$ cat src/rtl/pipe_regs.sv
// Elastic pipeline register: DEPTH stages of WIDTH-bit data with per-stage
// valid bits, a combinational ready chain, synchronous flush and reset value.
module pipe_regs #(
  parameter int               WIDTH     = 8,
  parameter int               DEPTH     = 2,
  parameter logic [WIDTH-1:0] RESET_VAL = '0
) (
  input  logic                       clk,
  input  logic                       reset,
  input  logic                       flush,
  input  logic                       in_valid,
  output logic                       in_ready,
  input  logic [WIDTH-1:0]           in_data,
  output logic                       out_valid,
  input  logic                       out_ready,
  output logic [WIDTH-1:0]           out_data,
  output logic [$clog2(DEPTH+1)-1:0] count
);

  localparam int CW = $clog2(DEPTH+1);

  // Handshake: a word moves across a boundary on any edge where the sender's
  // valid and the receiver's ready are both 1; ready never looks at valid of
  // the sender, so in_ready is independent of in_valid.

  logic [DEPTH-1:0] valid_q, valid_d;
  logic [WIDTH-1:0] data_q [DEPTH];
  logic [WIDTH-1:0] data_d [DEPTH];
  logic [CW-1:0]    count_q, count_d;
  logic [DEPTH-1:0] ready;
  logic             in_xfer;
  logic             out_xfer;

  always_comb begin
    ready = '0;
    ready[DEPTH-1] = ~valid_q[DEPTH-1] | out_ready;
    for (int i = DEPTH - 2; i >= 0; i--) begin
      ready[i] = ~valid_q[i] | ready[i+1];
    end
  end

  assign in_ready  = ready[0];
  assign out_valid = valid_q[DEPTH-1];
  assign out_data  = data_q[DEPTH-1];
  assign count     = count_q;
  assign in_xfer   = in_valid & ready[0];
  assign out_xfer  = valid_q[DEPTH-1] & out_ready;

  always_comb begin
    valid_d = valid_q;
    for (int i = 0; i < DEPTH; i++) begin
      data_d[i] = data_q[i];
    end
    count_d = count_q;

    if (ready[0]) begin
      valid_d[0] = in_valid;
      if (in_valid) data_d[0] = in_data;
    end
    // Data only moves with a valid word so an emptied stage keeps its last value.
    for (int i = 1; i < DEPTH; i++) begin
      if (ready[i]) begin
        valid_d[i] = valid_q[i-1];
        if (valid_q[i-1]) data_d[i] = data_q[i-1];
      end
    end

    case ({in_xfer, out_xfer})
      2'b10:   count_d = count_q + CW'(1);
      2'b01:   count_d = count_q - CW'(1);
      default: count_d = count_q;
    endcase

    if (flush) begin
      valid_d = '0;
      for (int i = 0; i < DEPTH; i++) begin
        data_d[i] = RESET_VAL;
      end
      count_d = '0;
    end
  end

  always_ff @(posedge clk) begin
    if (reset) begin
      valid_q <= '0;
      count_q <= '0;
      for (int i = 0; i < DEPTH; i++) begin
        data_q[i] <= RESET_VAL;
      end
    end else begin
      valid_q <= valid_d;
      count_q <= count_d;
      for (int i = 0; i < DEPTH; i++) begin
        data_q[i] <= data_d[i];
      end
    end
  end

endmodule

$ cat config.mk
export PLATFORM = sky130hd
export DESIGN_NAME = pipe_regs
export DESIGN_NICKNAME = d
export VERILOG_FILES = /design/src/rtl/pipe_regs.sv
export SDC_FILE = /design/constraint.sdc
export NUM_CORES = 1
export LEC_CHECK = 0
export CAP_MARGIN = 15
export CORE_MARGIN = 3
export CORE_UTILIZATION = 50
export CTS_CLUSTER_DIAMETER = 40
export DETAILED_ROUTE_END_ITERATION = 16
export GPL_ROUTABILITY_DRIVEN = 0
export PLACE_DENSITY = 0.78
export SLEW_MARGIN = 10
export SYNTH_ARGS = -nofsm -noshare
export SYNTH_HDL_FRONTEND = slang
export SYNTH_SLANG_ARGS = --single-unit
$ cat constraint.sdc
create_clock -name clk -period 5.7 [get_ports clk]
set_clock_uncertainty 0.2 [all_clocks]
set_input_delay 1.425 -clock clk [delete_from_list [all_inputs] [get_ports clk]]
set_output_delay 1.425 -clock clk [all_outputs]
set_load 0.01 [all_outputs]
==> results.tsv <==
stage	metric	value	unit
synthesis	most common cell in the netlist	dfxtp_1	
hold_path	worst hold start	data_q[0][1]	
worst_setup_path	maximum net fanout on the critical path	11	
drt	Routed WL per cell	11.6	um
drt	Detailed Route Iter0 Violations	17	
placed_design	placed insts	135	
global_route	first-pass GRT wire length	2.64	mm
worst_setup_path	CP Cell Sequence	clkdlybuf4s50_1 > and3b_1 > inv_6 > clkdlybuf4s50_1	
clock_network	clock sinks	20	
power_and_ir_drop	Leak	0.383	nW
drt	DR vias/cell	5.06	
global_route	grt ovf	0	
synthesis	Top FF cell, synth	dfxtp_1	
drt	drt drc	0	
sta	final hold vios	0	
die	cell row count	15	
worst_setup_path	crit-path most repeated cell	clkdlybuf4s50_1	
clock_network	cts-stage hold buffer count	0	
synthesis	asr flop ratio synth	0	%
placed_design	placed standard-cell area	1090	um2
synthesis	Synth Area per Inst	9.43	um2
run_status	outcome	finished clean	
clock_network	Clock Root Buffer	clkbuf_4	
synthesis	flops & latches, synth	20	
synthesis	Seq/Total Area, Yosys	42.0	%
worst_setup_path	r2r setup slk	3.51	ns
sta	final number of max-transition violations	0	
global_route	vias in the first global route	594	
global_route	largest net degree at the start of global routing	21	
hold_path	WHS Path Cells	2	
sta	Fmax	218	MHz
clock_network	buffers inserted by post-CTS timing repair	0	
layout	combined area of the multi-input logic cells	399	um2
worst_setup_path	critical path's slowest cell	clkdlybuf4s50_1	
worst_setup_path	CP Data Required Time	4.07	ns
power_and_ir_drop	power density over cell area	249	nW/um2
drt	number of iterations in the first detailed-routing pass	4	
sta	actual slew at the worst max-slew pin	0.451	ns
global_route	initial antenna violation count	0	
drt	total wire length	1.61	mm
hold_path	min-delay worst type	reg -> reg	
worst_setup_path	crit start category	input port	
worst_setup_path	crit-path leading delay family	buffers and inverters	
synthesis	cells after synthesis	101	
die	core area	1760	um2
layout	Final #Nets	129	
sta	final period utilization	80.6	%
clock_network	CTS buffer count	3	
synthesis	number of synthesized flops with an enable pin	0	
synthesis	synth top area cells	dfxtp_1 42%, o21ai_0 8.9%, nand3_2 7.4%	
layout	Synth-to-Final Area Change	19.7	%
synthesis	syn_nets	115	
layout	fill count	165	
clock_network	Clock Pin Slew Worst Setup and Hold Paths	0.12	ns
clock_network	clock tree buffer depth	2	
layout	layout cells sized above 1	17.5	%
die	Die Y	49.6	um
worst_setup_path	Critical Path Sink Type	primary output	
synthesis	synth unique cells	25	
layout	FF/Latch Area	400	um2
sta	setup violators final	0	
job	Max-Cap Viols	0	
sta	Tmin final	4.60	ns
sta	Setup TNS	0	ns
worst_setup_path	FF-to-FF path depth	6	
synthesis	synth cell count leaders	20 x dfxtp_1, 17 x o21ai_0, 12 x a21oi_1	
worst_setup_path	worst r2r dst	count[1]	
synthesis	Synth warnings	0	
placed_design	Detailed Place HPWL	1.16	mm
die	Die Wd	49.6	um
synthesis	Cell Area, Synth	952	um2
worst_setup_path	Critical Path AT	2.97	ns
layout	ANT cells	0	
worst_setup_path	WS Path Type	in -> out	
die	I/O pin total	25	
worst_setup_path	slowest stage delay, CP	0.56	ns
die	Starting Density	54.0	%
global_route	Total GRT Usage	13.6	%
layout	Finished Layout Cells	139	
synthesis	largest area contributor in the netlist	dfxtp_1	
sta	RSZ-0062 raised after global routing	no	
layout	final instance area	1140	um2
clock_network	Max H-tree Level	1	
drt	Antenna Nets Post-Route	0	
sta	relative slew slack	69.9	%
hold_path	Hold EP	data_q[0][9]	
placed_design	number of port buffers	24	
synthesis	top-area cell type share of the netlist area	42.0	%
power_and_ir_drop	Peak VDD IR	0.158	mV
worst_setup_path	WP buf/inv	3	
clock_network	post-CTS sizing	0	
drt	Vias	703	
clock_network	Clock Latency Late Sink	0.30	ns
die	die area	2460	um2
worst_setup_path	FF-to-FF Start	valid_q[0]	
clock_network	CTS tree	yes	
metrics by stage:
step / setup slack [ns] / utilization [%] / power [mW] / hold WS, ns
floorplan: 2.16 / - / 0.162 / 0.239
global placement: 1.15 / 61.6 / 0.172 / 0.258
detailed placement: 1.12 / 61.6 / 0.172 / 0.263
CTS: 1.10 / 64.6 / 0.286 / 0.280
global route: 1.02 / 64.6 / 0.294 / 0.297
finish: 1.10 / 64.6 / 0.284 / 0.276
layout by cell type (no fill, tap or decap):
master / synthesis / layout
and2_1: 1 / 1
nor2_1: 1 / 1
bufinv_16: 0 / 1
xor2_1: 1 / 1
nand3_2: 7 / 7
or2_2: 1 / 1
nand2b_1: 1 / 1
clkdlybuf4s50_1: 0 / 24
nor2b_1: 1 / 1
and3b_1: 1 / 1
o21ai_0: 17 / 17
nand2_1: 1 / 1
inv_1: 2 / 2
a21oi_2: 7 / 7
dfxtp_1: 20 / 20
nand3_1: 9 / 9
xnor2_1: 1 / 1
inv_6: 1 / 1
clkbuf_4: 0 / 3
or3_1: 1 / 1
ha_1: 1 / 1
a21oi_1: 12 / 12
logic make-up after synthesis:
family	count (synthesis)	synth area share, %
buf+inv	18	16.0
compound gates	36	21.7
fa+ha+maj	1	1.31
xor+xnor	2	1.84
simple gates	24	17.1
flops	20	42.0
worst max-delay path by stage:
| stage | depth (start not counted) | from | to | slack (ns) |
|---|---|---|---|---|
| final | 4 | out_ready | in_ready | 1.10 |
| after global routing | 4 | out_ready | in_ready | 1.02 |
| after CTS | 4 | out_ready | in_ready | 1.10 |
| after detailed placement | 4 | out_ready | in_ready | 1.12 |
| after global placement | 4 | out_ready | in_ready | 1.15 |
| after floorplan | 4 | out_ready | in_ready | 2.16 |
final cells by class:
type / instances / area share [%]
Multi-Input combinational cell: 63 / 35.0
Clock inverter: 1 / 2.63
Inverter: 3 / 1.43
Timing Repair Buffer: 24 / 21.1
Tap cell: 25 / 2.74
Clock buffer: 3 / 1.98
Sequential cell: 20 / 35.1
per-layer routing:
metal	vias up	GRT usage, %	wire (um)
met1	307	17.8	737
met5	-	0	0
met4	0	5.53	10
met3	2	3.02	105
li1	373	-	-
met2	21	21.6	758
worst min-delay path, stage by stage (launching register included):
cell and delay (ns):
dfxtp_1 0.33, nand3_1 0.06, a21oi_1 0.05
where the power goes:
group | internal (mW) | switching, mW
clock network | 0.0710 | 0.0438
registers | 0.143 | 0.00226
logic | 0.0131 | 0.0113
registers in the layout, summed over array words and instances, names as in the netlist:
name and count:
count 2, valid_q 2, data_q 16
(Power assumes the default switching activity.)
